[config.mk]
export PLATFORM = sky130hd
export DESIGN_NAME = frame_mem_arbiter_flat
export DESIGN_NICKNAME = d
export VERILOG_FILES = /design/src/rtl/frame_mem_arbiter_if.sv /design/src/rtl/frame_mem_arbiter.sv /design/src/flat_wrapper.sv
export SDC_FILE = /design/constraint.sdc
export NUM_CORES = 1
export LEC_CHECK = 0
export BUFFER_PORTS_ARGS = -buffer_cell sky130_fd_sc_hd__buf_2
export CORE_UTILIZATION = 49
export DETAILED_ROUTE_END_ITERATION = 12
export GPL_ROUTABILITY_DRIVEN = 0
export PLACE_DENSITY = 0.82
export SKIP_CTS_REPAIR_TIMING = 1
export SLEW_MARGIN = 20
export SYNTH_ARGS = -nofsm -noshare
export SYNTH_HDL_FRONTEND = slang
export SYNTH_SLANG_ARGS = --single-unit
[constraint.sdc]
create_clock -name clock -period 2.1 [get_ports clock]
set_clock_uncertainty 0.15 [all_clocks]
set_input_delay 0.105 -clock clock [delete_from_list [all_inputs] [get_ports clock]]
set_output_delay 0.105 -clock clock [all_outputs]
set_load 0.02 [all_outputs]
[src/rtl/frame_mem_arbiter_if.sv]
// Bus bundle between the frame RAM arbiter, its two requesters and the RAM itself.
// The arbiter takes the slave view; the requester/RAM side takes the master view.
interface frame_mem_arbiter_if #(
  parameter int ADDR_WIDTH = 18,
  parameter int DATA_WIDTH = 8
);
  logic                  vga_req;
  logic [ADDR_WIDTH-1:0] vga_addr;
  logic [DATA_WIDTH-1:0] vga_rdata;
  logic                  vga_rvalid;
  logic                  vga_underrun;
  logic                  alg_req;
  logic                  alg_we;
  logic [ADDR_WIDTH-1:0] alg_addr;
  logic [DATA_WIDTH-1:0] alg_wdata;
  logic                  alg_gnt;
  logic [DATA_WIDTH-1:0] alg_rdata;
  logic                  alg_rvalid;
  logic                  alg_lock;
  logic                  lock_ack;
  logic                  addr_err;
  logic [15:0]           underrun_count;
  logic [ADDR_WIDTH-1:0] mem_addr;
  logic [DATA_WIDTH-1:0] mem_data;
  logic                  mem_wren;
  logic [DATA_WIDTH-1:0] mem_q;

  modport slave (
    input  vga_req, vga_addr, alg_req, alg_we, alg_addr, alg_wdata, alg_lock, mem_q,
    output vga_rdata, vga_rvalid, vga_underrun, alg_gnt, alg_rdata, alg_rvalid,
           lock_ack, addr_err, underrun_count, mem_addr, mem_data, mem_wren
  );

  modport master (
    output vga_req, vga_addr, alg_req, alg_we, alg_addr, alg_wdata, alg_lock, mem_q,
    input  vga_rdata, vga_rvalid, vga_underrun, alg_gnt, alg_rdata, alg_rvalid,
           lock_ack, addr_err, underrun_count, mem_addr, mem_data, mem_wren
  );
endinterface

[src/rtl/frame_mem_arbiter.sv]
// Single-port frame RAM arbiter: VGA scan-out vs algorithm port, with starvation
// guard, tagged read-return pipeline and an exclusive lock mode for zoom engines.
module frame_mem_arbiter #(
  parameter int ADDR_WIDTH   = 18,
  parameter int DATA_WIDTH   = 8,
  parameter int MEM_DEPTH    = 76800,
  parameter int READ_LATENCY = 2,
  parameter int STARVE_LIMIT = 15
) (
  input  logic              clock,
  input  logic              reset,
  frame_mem_arbiter_if.slave bus
);
  localparam int TAG_N = READ_LATENCY + 1;
  localparam int CNT_W = $clog2(STARVE_LIMIT + 1);
  localparam logic [ADDR_WIDTH-1:0] DEPTH_A = ADDR_WIDTH'(MEM_DEPTH);
  localparam logic [CNT_W-1:0]      LIMIT_C = CNT_W'(STARVE_LIMIT);

  typedef enum logic [1:0] {SHARED, DRAIN, LOCKED} state_t;

  state_t           state;
  logic [CNT_W-1:0] starve_cnt;
  logic [TAG_N-1:0] tag_vld_p, tag_vga_p, tag_oor_p;

  logic                  forced, vga_accept, vga_drop, alg_accept;
  logic                  vga_oor, alg_oor, acc_oor, vga_in_flight, enter_locked;
  logic                  ret_vga, ret_alg;
  logic [DATA_WIDTH-1:0] ret_data;

  function automatic logic [DATA_WIDTH-1:0] blank_oor(input logic oor,
                                                      input logic [DATA_WIDTH-1:0] q);
    return oor ? '0 : q;
  endfunction

  function automatic logic [15:0] sat_inc16(input logic [15:0] v);
    return (v == 16'hFFFF) ? v : v + 16'd1;
  endfunction

  // A VGA request that collides with a forced alg grant is lost; requests during
  // DRAIN/LOCKED are intentionally ignored and never counted as underruns.
  assign forced        = (state == SHARED) && (starve_cnt == LIMIT_C);
  assign bus.alg_gnt   = ~reset & ((state != SHARED) | forced | ~bus.vga_req);
  assign vga_accept    = (state == SHARED) & bus.vga_req & ~forced;
  assign vga_drop      = (state == SHARED) & bus.vga_req & forced;
  assign alg_accept    = bus.alg_req & bus.alg_gnt;
  assign vga_oor       = bus.vga_addr >= DEPTH_A;
  assign alg_oor       = bus.alg_addr >= DEPTH_A;
  assign acc_oor       = alg_accept ? alg_oor : vga_oor;
  assign vga_in_flight = |(tag_vld_p & tag_vga_p);
  assign enter_locked  = bus.alg_lock &
                         ((state == LOCKED) | ((state == DRAIN) & ~vga_in_flight));
  assign ret_vga       = tag_vld_p[TAG_N-1] & tag_vga_p[TAG_N-1];
  assign ret_alg       = tag_vld_p[TAG_N-1] & ~tag_vga_p[TAG_N-1];
  assign ret_data      = blank_oor(tag_oor_p[TAG_N-1], bus.mem_q);

  always_ff @(posedge clock) begin
    if (reset) begin
      state              <= SHARED;
      starve_cnt         <= '0;
      tag_vld_p          <= '0;
      tag_vga_p          <= '0;
      tag_oor_p          <= '0;
      bus.lock_ack       <= 1'b0;
      bus.vga_underrun   <= 1'b0;
      bus.underrun_count <= '0;
      bus.mem_addr       <= '0;
      bus.mem_data       <= '0;
      bus.mem_wren       <= 1'b0;
      bus.addr_err       <= 1'b0;
      bus.vga_rvalid     <= 1'b0;
      bus.vga_rdata      <= '0;
      bus.alg_rvalid     <= 1'b0;
      bus.alg_rdata      <= '0;
    end else begin
      case (state)
        SHARED:  if (bus.alg_lock) state <= DRAIN;
        DRAIN:   if (!bus.alg_lock) state <= SHARED;
                 else if (!vga_in_flight) state <= LOCKED;
        LOCKED:  if (!bus.alg_lock) state <= SHARED;
        default: state <= SHARED;
      endcase
      bus.lock_ack <= enter_locked;

      if (alg_accept || !bus.alg_req) starve_cnt <= '0;
      else if (starve_cnt != LIMIT_C) starve_cnt <= starve_cnt + CNT_W'(1);

      bus.vga_underrun <= vga_drop;
      if (vga_drop) bus.underrun_count <= sat_inc16(bus.underrun_count);

      // issue stage: RAM address/data/enable registered on the accept edge
      if (vga_accept) begin
        bus.mem_addr <= bus.vga_addr;
      end else if (alg_accept) begin
        bus.mem_addr <= bus.alg_addr;
        bus.mem_data <= bus.alg_wdata;
      end
      bus.mem_wren <= alg_accept & bus.alg_we & ~alg_oor;
      bus.addr_err <= (vga_accept | alg_accept) & acc_oor;

      tag_vld_p <= {tag_vld_p[TAG_N-2:0], vga_accept | (alg_accept & ~bus.alg_we)};
      tag_vga_p <= {tag_vga_p[TAG_N-2:0], vga_accept};
      tag_oor_p <= {tag_oor_p[TAG_N-2:0], acc_oor};

      // return stage: steer RAM output to the requester that issued the read
      bus.vga_rvalid <= ret_vga;
      bus.alg_rvalid <= ret_alg;
      if (ret_vga) bus.vga_rdata <= ret_data;
      else if (enter_locked) bus.vga_rdata <= '0;
      if (ret_alg) bus.alg_rdata <= ret_data;
    end
  end
endmodule

[src/flat_wrapper.sv]
// flat-port wrapper written by rule: the top's interface ports become plain ports
module frame_mem_arbiter_flat 
#(
  parameter int ADDR_WIDTH   = 18,
  parameter int DATA_WIDTH   = 8,
  parameter int MEM_DEPTH    = 76800,
  parameter int READ_LATENCY = 2,
  parameter int STARVE_LIMIT = 15
)
  (clock, reset, bus_vga_req, bus_vga_addr, bus_alg_req, bus_alg_we, bus_alg_addr, bus_alg_wdata, bus_alg_lock, bus_mem_q, bus_vga_rdata, bus_vga_rvalid, bus_vga_underrun, bus_alg_gnt, bus_alg_rdata, bus_alg_rvalid, bus_lock_ack, bus_addr_err, bus_underrun_count, bus_mem_addr, bus_mem_data, bus_mem_wren);
  frame_mem_arbiter_if #(.ADDR_WIDTH(ADDR_WIDTH), .DATA_WIDTH(DATA_WIDTH)) bus_i ();
  input  logic clock;
  input  logic reset;
  input wire logic [$bits(bus_i.vga_req)-1:0] bus_vga_req;
  input wire logic [$bits(bus_i.vga_addr)-1:0] bus_vga_addr;
  input wire logic [$bits(bus_i.alg_req)-1:0] bus_alg_req;
  input wire logic [$bits(bus_i.alg_we)-1:0] bus_alg_we;
  input wire logic [$bits(bus_i.alg_addr)-1:0] bus_alg_addr;
  input wire logic [$bits(bus_i.alg_wdata)-1:0] bus_alg_wdata;
  input wire logic [$bits(bus_i.alg_lock)-1:0] bus_alg_lock;
  input wire logic [$bits(bus_i.mem_q)-1:0] bus_mem_q;
  output wire logic [$bits(bus_i.vga_rdata)-1:0] bus_vga_rdata;
  output wire logic [$bits(bus_i.vga_rvalid)-1:0] bus_vga_rvalid;
  output wire logic [$bits(bus_i.vga_underrun)-1:0] bus_vga_underrun;
  output wire logic [$bits(bus_i.alg_gnt)-1:0] bus_alg_gnt;
  output wire logic [$bits(bus_i.alg_rdata)-1:0] bus_alg_rdata;
  output wire logic [$bits(bus_i.alg_rvalid)-1:0] bus_alg_rvalid;
  output wire logic [$bits(bus_i.lock_ack)-1:0] bus_lock_ack;
  output wire logic [$bits(bus_i.addr_err)-1:0] bus_addr_err;
  output wire logic [$bits(bus_i.underrun_count)-1:0] bus_underrun_count;
  output wire logic [$bits(bus_i.mem_addr)-1:0] bus_mem_addr;
  output wire logic [$bits(bus_i.mem_data)-1:0] bus_mem_data;
  output wire logic [$bits(bus_i.mem_wren)-1:0] bus_mem_wren;
  assign bus_i.vga_req = bus_vga_req;
  assign bus_i.vga_addr = bus_vga_addr;
  assign bus_i.alg_req = bus_alg_req;
  assign bus_i.alg_we = bus_alg_we;
  assign bus_i.alg_addr = bus_alg_addr;
  assign bus_i.alg_wdata = bus_alg_wdata;
  assign bus_i.alg_lock = bus_alg_lock;
  assign bus_i.mem_q = bus_mem_q;
  assign bus_vga_rdata = bus_i.vga_rdata;
  assign bus_vga_rvalid = bus_i.vga_rvalid;
  assign bus_vga_underrun = bus_i.vga_underrun;
  assign bus_alg_gnt = bus_i.alg_gnt;
  assign bus_alg_rdata = bus_i.alg_rdata;
  assign bus_alg_rvalid = bus_i.alg_rvalid;
  assign bus_lock_ack = bus_i.lock_ack;
  assign bus_addr_err = bus_i.addr_err;
  assign bus_underrun_count = bus_i.underrun_count;
  assign bus_mem_addr = bus_i.mem_addr;
  assign bus_mem_data = bus_i.mem_data;
  assign bus_mem_wren = bus_i.mem_wren;
  frame_mem_arbiter #(.ADDR_WIDTH(ADDR_WIDTH), .DATA_WIDTH(DATA_WIDTH), .MEM_DEPTH(MEM_DEPTH), .READ_LATENCY(READ_LATENCY), .STARVE_LIMIT(STARVE_LIMIT)) u_core (.clock(clock), .reset(reset), .bus(bus_i));
endmodule
After elaboration in Yosys (flattened, before gate mapping). Index checks and enable logic that the tools add are counted.

Latch bits: 0. Memories: 0. Word-level logic and storage cells: 79. ROM bits: 0. Bits in writable memories: 0. Register bits: 79. Output and inout bits: 65.

$add $sub $neg: 2. Order comparisons: 2. Divide/modulo/power cells: 0. Multiplexer cells: 11. Multiply operators: 0. Bitwise logic cells: 28. Equality and inequality tests: 8. Shift-type cells: 0. Reduce and logical (&&, ||, !) cells: 12.

Operator list (count): 18-bit by 17-bit >= comparator with 1-bit output, second input constant (2); 18-bit 2-to-1 mux (2); 8-bit 2-to-1 mux (3); 16-bit by 1-bit adder with 16-bit output, second input constant (1); 16-bit == test, second input constant (1); 1-bit bitwise AND (13); 1-bit NOT (9); 2-bit 2-to-1 mux (4); 2-bit case mux with 3 select lines (1); 2-bit nonzero test (3); 1-bit bitwise OR (5); 4-bit by 1-bit adder with 4-bit output, second input constant (1); 4-bit == test, second input constant (1); 2-bit != test, second input constant (2); 4-bit != test, second input constant (1); 2-bit AND reduction (2); 3-bit bitwise AND (1); 3-bit != test, second input constant (1); 3-bit AND reduction (1); 3-bit OR reduction (1); 2-bit by 1-bit == test with 1-bit output, second input constant (1); 2-bit == test, second input constant (1); 2-bit logical NOT (1); 2-bit OR reduction (1); other kinds (4) (4).

Depth between registers and ports, before layout. Gate-level depths: netlist of the first run.

Word-level depth: 8. Depth in mapped cells: 6. Mapped depth without buffers: 5.

Least setup slack after synthesis of the first run. OpenSTA, ideal clock, no wires.

Path kind: flip-flop to flip-flop. Start: register u_core.bus.underrun_count[0] (netlist name). End: register u_core.bus.underrun_count[1] (netlist name). Cell stages (with the launch flop): 7. Setup slack: 0.082 ns. Data required time: 1.835 ns. Clock period less this slack: 2.018 ns. Arrival time: 1.754 ns. Buffers on the path: 1. Library setup time: 0.115 ns. Cells stage by stage: dfxtp_1 > ha_1 > nand4_1 > nor4_4 > buf_2 > nor3b_1 > o21a_1.

Longest elaborated chain between the ends: 3. Elaborated cells between the ends (all ways): 4. Classes of those cells: 1 x add/sub; 1 x eq/ne; 1 x bitwise; 1 x reduce/logical.

RTL lines: start, declared (line frame_mem_arbiter_if.sv:31) `lock_ack, addr_err, underrun_count, mem_addr, mem_data, mem_wren`; start signal, assigned (line frame_mem_arbiter.sv:88) `if (vga_drop) bus.underrun_count <= sat_inc16(bus.underrun_count);`; parallel branches: the longest is 3 deep, another holds 16-bit by 1-bit adder with 16-bit output.

Several ways; the timed one is not identified. A chain may end at the register's enable or synchronous reset.

Worst setup path in the final report of the first run. Same ends and word-level chain as after synthesis.

==> results of run 1 <==
==> tightest hold or removal path, stage by stage <==
cell,delay [ns]
buf_2,0.11
mux2i_1,0.12
a211oi_1,0.09
==> area by class of cell <==
class                      instances  share of cell area, %
sequential                        79                  34.02
clock buffer                      10                  2.745
tap                               77                  2.072
timing repair buffer             181                  25.51
clock inverter                     5                  1.265
inverter                           8                 0.6459
multi-input combinational        253                  33.75
==> per-layer routing <==
metal	global-route usage, %	vias up	wire length [um]
li1	-	1654	-
met1	24.98	1616	3746
met2	39.87	147	5075
met3	5.935	26	560
met4	8.475	0	268
met5	0	-	0
==> cell usage in the layout (no fill, tap or decap), types with 2 or more instances in the layout <==
cell / instances
nand2b_1: 3
nor2b_1: 9
clkinvlp_4: 2
nor3_1: 5
a32o_1: 5
nand4_1: 7
clkbuf_8: 9
or4_1: 10
nand2_1: 31
nor2_1: 36
dlygate4sd3_1: 48
a21o_1: 2
a21oi_1: 32
ha_1: 2
and2_1: 2
buf_2: 122
buf_4: 10
a211oi_1: 18
o21ai_0: 11
nor3b_1: 9
inv_1: 8
o21a_1: 3
mux2i_1: 18
nand3_1: 11
mux2_2: 2
nor4_1: 2
o31ai_1: 11
o211ai_1: 4
and3_1: 2
or3_1: 4
dfxtp_1: 79
and4_1: 3
==> state kept, by name, indices dropped and copies added (netlist names) <==
signal,count
u_core.bus.lock_ack,1
u_core.bus.addr_err,1
u_core.bus.underrun_count,16
u_core.tag_oor_p,3
u_core.bus.alg_rdata,8
u_core.bus.alg_rvalid,1
u_core.starve_cnt,4
u_core.bus.vga_rvalid,1
u_core.tag_vld_p,3
u_core.tag_vga_p,3
u_core.bus.mem_data,8
u_core.state,2
u_core.bus.mem_addr,18
u_core.bus.mem_wren,1
u_core.bus.vga_underrun,1
u_core.bus.vga_rdata,8
==> final timing paths <==
check                               start                            to  slack (ns)  cells after the start
max reg2reg  u_core.bus.underrun_count[0]  u_core.bus.underrun_count[1]        0.12                      6
max          u_core.bus.underrun_count[0]  u_core.bus.underrun_count[1]        0.12                      6
min reg2reg           u_core.tag_oor_p[1]           u_core.tag_oor_p[2]        0.30                      1
min                      bus_alg_addr[10]       u_core.bus.mem_addr[10]       -0.02                      3
==> power by group through the flow <==
stage	logic (mW)	clock network, mW	registers, mW
after floorplan	0.157	0	1.68
after global placement	0.355	0	1.62
after detailed placement	0.364	0	1.62
after CTS	0.365	1.11	1.59
after global routing	0.486	1.18	1.60
final	0.455	1.09	1.60
==> cell families after synthesis <==
family	count (synthesis)	synth area share, %
simple gates	138	22.47
compound gates	92	18.36
flops	79	48.54
buf+inv	29	3.379
mux	20	6.221
fa+ha+maj	2	0.7679
xor+xnor	1	0.2689
==> impl_table.tex, run 1 <==
\begin{tabular}{lr}
\hline
Metric & Value \\
\hline
\multicolumn{2}{l}{\textbf{STA}} \\
\quad Hold Violations, Final & 2 \\
\quad Minimum hold slack & -0.01544 ns \\
\quad Shortest clock period the worst path allows after layout & 1.979 ns \\
\quad Post-route fraction of the period consumed by the critical path & 94.25\% \\
\quad Final count of negative-setup-slack endpoints & 0 \\
\quad Worst Max-Slew Pin Slew & 0.6055 ns \\
\quad RSZ-0062 raised after global routing & false \\
\quad Number of max-slew violations in the final report & 0 \\
\quad Worst path setup slack after routing & 0.1208 ns \\
\quad Achievable Freq & 505.3 MHz \\
\quad Setup total negative slack & 0 ns \\
\quad Relative slew slack & 59.63\% \\
\multicolumn{2}{l}{\textbf{Placed design}} \\
\quad Total placed instance area & 3973 um2 \\
\quad Placed instance count & 549 \\
\quad Detail Placement HPWL & 5585 um \\
\quad DP Worst Slack & 0.1366 ns \\
\quad Number of input and output port buffers inserted & 122 \\
\multicolumn{2}{l}{\textbf{Power}} \\
\quad Net switching power & 0.8342 mW \\
\quad Leak & 2.064 nW \\
\quad Sum of internal, switching and leakage power & 3.145 mW \\
\quad Share of total power in combinational logic & 14.5\% \\
\quad Clock group share of total power & 34.8\% \\
\quad Power density cells & 676.4 nW/um2 \\
\quad Sw frac & 26.53\% \\
\quad Power share of the sequential group & 50.7\% \\
\quad Worst vdd rail ir drop & 0.5224 mV \\
\quad Internal power & 2.310 mW \\
\multicolumn{2}{l}{\textbf{Status}} \\
\quad Result of the run & finished with violations \\
\quad Violations in the final reports & negative hold slack \\
\multicolumn{2}{l}{\textbf{Cells and area}} \\
\quad Number of nets in the finished design & 592 \\
\quad Layout overhead on the synthesized area & 42.70\% \\
\quad Final Cell Area & 4649 um2 \\
\quad Utilization after layout & 72.81\% \\
\quad Number of fill cells in the layout & 449 \\
\quad Diodes inserted & 0 \\
\quad Area of combinational cells with multiple inputs & 1569 um2 \\
\quad Final instance count without filler cells & 613 \\
\quad FF/Latch Area & 1582 um2 \\
\quad Proportion of layout cells with a drive suffix above 1 & 28.54\% \\
\multicolumn{2}{l}{\textbf{Detailed routing}} \\
\quad Routed Antenna Nets & 0 \\
\quad DRC violation count after routing & 0 \\
\quad DRT Pass-1 Iters & 4 \\
\quad Via Count & 3443 \\
\quad Vias per cell & 5.617 \\
\quad Total routed wirelength & 9650 um \\
\quad Number of violations reported at the end of detailed-routing iteration 0 & 179 \\
\quad Detailed-route wire length per cell & 15.74 um \\
\multicolumn{2}{l}{\textbf{Clock network}} \\
\quad Maximum level of the CTS H-tree & 3 \\
\quad TritonCTS sink count & 79 \\
\quad CTS tree & done \\
\quad Number of buffers inserted during clock tree synthesis & 9 \\
\quad Buffers from clock root to sink, at most & 2 \\
\quad CTS root buffer & clkbuf\_8 \\
\quad CTS clock-pin slew for the worst setup and hold paths & 0.08 ns \\
\quad Insertion delay of the later-clocked pin in the worst-skew pair & 0.34 ns \\
\multicolumn{2}{l}{\textbf{Floorplanning}} \\
\quad \# IOs & 123 \\
\quad Die Y & 83.54 um \\
\quad Die W & 83.54 um \\
\quad Area of the die & 6979 um2 \\
\quad Placeable core region & 6386 um2 \\
\quad Site Rows & 29 \\
\quad Effective utilization at floorplan & 51.02\% \\
\multicolumn{2}{l}{\textbf{Critical path}} \\
\quad Slowest cell on the critical path & nor4\_4 \\
\quad Largest stage delay, worst path & 0.42 ns \\
\quad Kind of critical path & register to register \\
\quad CP Data Required Time & 2.19 ns \\
\quad Worst-path fanout max & 14 \\
\quad Critical Path, Cell by Cell & ha\_1 > nand4\_1 > nor4\_4 > buf\_4 > nor3b\_1 > o21a\_1 \\
\quad Buffer and inverter count on the worst path & 1 \\
\quad Data arrival, critical path & 2.07 ns \\
\quad Setup crit start kind & register \\
\quad Kind of end point of the critical path & register \\
\quad CP delay by family, top & simple AND/OR/NAND/NOR gates \\
\multicolumn{2}{l}{\textbf{Logic synthesis}} \\
\quad Top FF cell, synth & dfxtp\_1 \\
\quad Commonest cells post-synth & 79 x dfxtp\_1, 36 x nor2\_1, 32 x a21oi\_1, 32 x nand2\_1 \\
\quad Cell type with the highest aggregate area in the netlist & dfxtp\_1 \\
\quad Leading cell types by total area after synthesis & dfxtp\_1 49\%, mux2i\_1 5.5\%, a21oi\_1 4.9\% \\
\quad Post-synthesis register bit count & 79 \\
\quad Post-synthesis cell type count & 40 \\
\quad Syn Nets & 421 \\
\quad Yosys warning total & 0 \\
\quad Leading cell type by number of instances after synthesis & dfxtp\_1 \\
\quad Count of mapped cells out of synthesis & 361 \\
\quad Mean instance size in the synthesized netlist & 9.025 um2 \\
\quad Fraction of post-synthesis cell area in the top cell type by area & 48.54\% \\
\quad Proportion of synthesized flip-flops having asynchronous set or reset & 0\% \\
\quad Synthesized area & 3258 um2 \\
\quad Share of the yosys chip area belonging to registers & 48.54\% \\
\quad EDFF count, synth & 0 \\
\multicolumn{2}{l}{\textbf{Job}} \\
\quad Maxcap violations & 0 \\
\multicolumn{2}{l}{\textbf{Global routing}} \\
\quad Number of antenna violations at the first check in global routing & 0 \\
\quad Maximum number of pins on one net before global-route repair & 37 \\
\quad Total global routing overflow & 0 \\
\quad Wire length of the first global-routing pass & 12680 um \\
\quad All-layer global routing usage & 22.17\% \\
\quad Vias in the first global route & 2921 \\
\multicolumn{2}{l}{\textbf{Worst hold path}} \\
\quad Class of the worst hold path & input pin to register \\
\hline
\end{tabular}
Power figures use the tool's default switching activity.
==> run 2: changes to the inputs <==
--- a/config.mk
+++ b/config.mk
@@ -6,10 +6,10 @@
 export NUM_CORES = 1
 export LEC_CHECK = 0
 export BUFFER_PORTS_ARGS = -buffer_cell sky130_fd_sc_hd__buf_2
-export CORE_UTILIZATION = 49
+export CORE_UTILIZATION = 52
 export DETAILED_ROUTE_END_ITERATION = 12
 export GPL_ROUTABILITY_DRIVEN = 0
-export PLACE_DENSITY = 0.82
+export PLACE_DENSITY = 0.86
 export SKIP_CTS_REPAIR_TIMING = 1
 export SLEW_MARGIN = 20
 export SYNTH_ARGS = -nofsm -noshare
==> constraint.sdc (replaced) <==
create_clock -name clock -period 2.5 [get_ports clock]
set_clock_uncertainty 0.15 [all_clocks]
set_input_delay 0.125 -clock clock [delete_from_list [all_inputs] [get_ports clock]]
set_output_delay 0.125 -clock clock [all_outputs]
set_load 0.02 [all_outputs]
==> run 2 against run 1 <==
Against the previous run:
- the flow still finishes with violations (negative hold slack)
- via count decreased by 4.2%
- setup slack improved by 0.28 ns
- hold slack got worse by 0.020 ns
- die area decreased by 5.6%
- register-to-register slack improved by 0.28 ns
- core utilization increased by 2.4 points
- critical endpoint unchanged
==> impl_table.tex, run 2 (same netlist as run 1, synthesis figures left out) <==
\begin{tabular}{lr}
\hline
Metric & Value \\
\hline
\multicolumn{2}{l}{\textbf{Floorplanning}} \\
\quad Die Y & 81.16 um \\
\quad Effective utilization at floorplan & 54.39\% \\
\quad \# IOs & 123 \\
\quad Site Rows & 28 \\
\quad Area of the die & 6586 um2 \\
\quad Placeable core region & 5991 um2 \\
\quad Die W & 81.16 um \\
\multicolumn{2}{l}{\textbf{Worst hold path}} \\
\quad Class of the worst hold path & input pin to register \\
\multicolumn{2}{l}{\textbf{STA}} \\
\quad RSZ-0062 raised after global routing & false \\
\quad Shortest clock period the worst path allows after layout & 2.102 ns \\
\quad Post-route fraction of the period consumed by the critical path & 84.07\% \\
\quad Minimum hold slack & -0.03551 ns \\
\quad Setup total negative slack & 0 ns \\
\quad Number of max-slew violations in the final report & 0 \\
\quad Hold Violations, Final & 6 \\
\quad Achievable Freq & 475.8 MHz \\
\quad Worst Max-Slew Pin Slew & 0.6055 ns \\
\quad Relative slew slack & 59.63\% \\
\quad Final count of negative-setup-slack endpoints & 0 \\
\multicolumn{2}{l}{\textbf{Global routing}} \\
\quad Maximum number of pins on one net before global-route repair & 37 \\
\quad Number of antenna violations at the first check in global routing & 0 \\
\quad All-layer global routing usage & 24.36\% \\
\quad Total global routing overflow & 0 \\
\quad Wire length of the first global-routing pass & 12300 um \\
\quad Vias in the first global route & 2727 \\
\multicolumn{2}{l}{\textbf{Critical path}} \\
\quad CP Data Required Time & 2.59 ns \\
\quad Worst R2R Setup Slack & 0.40 ns \\
\quad Kind of critical path & register to register \\
\quad Kind of end point of the critical path & register \\
\quad Worst-path fanout max & 12 \\
\quad Data arrival, critical path & 2.19 ns \\
\quad Setup crit start kind & register \\
\multicolumn{2}{l}{\textbf{Cells and area}} \\
\quad Most frequent standard cell in the layout excluding fill and tap cells & buf\_2 \\
\quad Largest register by flop count & u\_core.bus.mem\_addr \\
\quad Largest registers & u\_core.bus.mem\_addr (18), u\_core.bus.underrun\_count (16) \\
\quad Number of nets in the finished design & 578 \\
\quad Diodes inserted & 0 \\
\quad Flip-flop count of the largest register, all copies and words added & 18 \\
\quad Utilization after layout & 75.19\% \\
\quad Highest-count cells in the layout ignoring fill and taps & 122 x buf\_2, 79 x dfxtp\_1, 40 x dlygate4sd3\_1 \\
\quad Layout overhead on the synthesized area & 38.25\% \\
\quad Proportion of layout cells with a drive suffix above 1 & 28.11\% \\
\multicolumn{2}{l}{\textbf{Clock network}} \\
\quad Insertion delay of the later-clocked pin in the worst-skew pair & 0.34 ns \\
\quad TritonCTS sink count & 79 \\
\quad CTS root buffer & clkbuf\_8 \\
\quad Number of buffers inserted during clock tree synthesis & 9 \\
\quad CTS tree & done \\
\quad CTS clock-pin slew for the worst setup and hold paths & 0.08 ns \\
\quad Buffers from clock root to sink, at most & 2 \\
\quad Maximum level of the CTS H-tree & 3 \\
\multicolumn{2}{l}{\textbf{Power}} \\
\quad Clock group share of total power & 34.0\% \\
\quad Leak & 1.999 nW \\
\quad Share of total power in combinational logic & 13.8\% \\
\quad Power share of the sequential group & 52.1\% \\
\quad Worst vdd rail ir drop & 0.3523 mV \\
\quad Net switching power & 0.6816 mW \\
\quad Power density cells & 570.2 nW/um2 \\
\quad Sw frac & 26.54\% \\
\quad Internal power & 1.887 mW \\
\multicolumn{2}{l}{\textbf{Status}} \\
\quad Violations in the final reports & negative hold slack \\
\quad Result of the run & finished with violations \\
\multicolumn{2}{l}{\textbf{Placed design}} \\
\quad Detail Placement HPWL & 5479 um \\
\quad Number of input and output port buffers inserted & 122 \\
\multicolumn{2}{l}{\textbf{Detailed routing}} \\
\quad Detailed-route wire length per cell & 14.60 um \\
\quad Vias per cell & 5.517 \\
\quad Routed Antenna Nets & 0 \\
\quad Number of violations reported at the end of detailed-routing iteration 0 & 193 \\
\quad DRT Pass-1 Iters & 5 \\
\quad Total routed wirelength & 8730 um \\
\quad DRC violation count after routing & 0 \\
\quad Via Count & 3299 \\
\multicolumn{2}{l}{\textbf{Job}} \\
\quad Maxcap violations & 0 \\
\hline
\end{tabular}
run 2: changes by cell type in the layout (fill, tap and decap cells not counted), sizes merged:
cell and delta:
clkbuf +2, buf -6, bufinv -1, dlygate4sd3 -8
run 2: cell type report:
class	instances	area, um2
clock inverter	4	28.78
clock buffer	12	155.1
tap	75	93.84
inverter	8	30.03
timing repair buffer	167	1049
multi-input combinational	253	1567
sequential	79	1582
fill	428	1486
run 2: path summary, 6_finish.rpt:
path	start	end	cells past startpoint
min	bus_vga_addr[16]	u_core.bus.mem_addr[16]	3
min reg2reg	u_core.tag_oor_p[0]	u_core.tag_oor_p[1]	1
max	u_core.bus.underrun_count[0]	u_core.bus.underrun_count[1]	6
max reg2reg	u_core.bus.underrun_count[0]	u_core.bus.underrun_count[1]	6
run 2: power by group through the flow:
stage	Combinational (mW)	Sequential [mW]	Clock, mW
2_1_floorplan	0.132	1.41	0
3_3_place_gp	0.292	1.36	0
3_5_place_dp	0.301	1.36	0
4_1_cts	0.302	1.34	0.885
5_1_grt	0.383	1.34	0.943
6_report	0.355	1.34	0.874
run 2: through the flow:
| step | setup slack [ns] | std cells | hold slack [ns] | area (um2) | total power, mW |
|---|---|---|---|---|---|
| final | 0.3983 | 598 | -0.03551 | 4504 | 2.568 |
| after global routing | 0.1369 | 598 | 0.0004762 | 4504 | 2.670 |
| after CTS | 0.3995 | 558 | -0.1910 | 4104 | 2.524 |
| after floorplan | 0.4818 | 361 | 0.08362 | 3258 | 1.544 |
| after detailed placement | 0.4046 | 542 | 0.1743 | 3920 | 1.665 |
| after global placement | 0.4762 | 542 | 0.1687 | 3920 | 1.656 |
run 2: metal layers:
metal | routed length, um | GRT usage, % | up-vias
met5 | 0 | 0 | -
met4 | 117 | 10.54 | 0
met3 | 595 | 5.843 | 10
met2 | 4389 | 40.67 | 137
met1 | 3627 | 29.77 | 1528
li1 | - | - | 1624
run 2: worst max-delay path, cell delays in order, from the launching register on:
cell     delay (ns)
dfxtp_1        0.40
ha_1           0.23
nand4_1        0.21
nor4_4         0.50
buf_4          0.26
nor3b_1        0.06
o21a_1         0.19
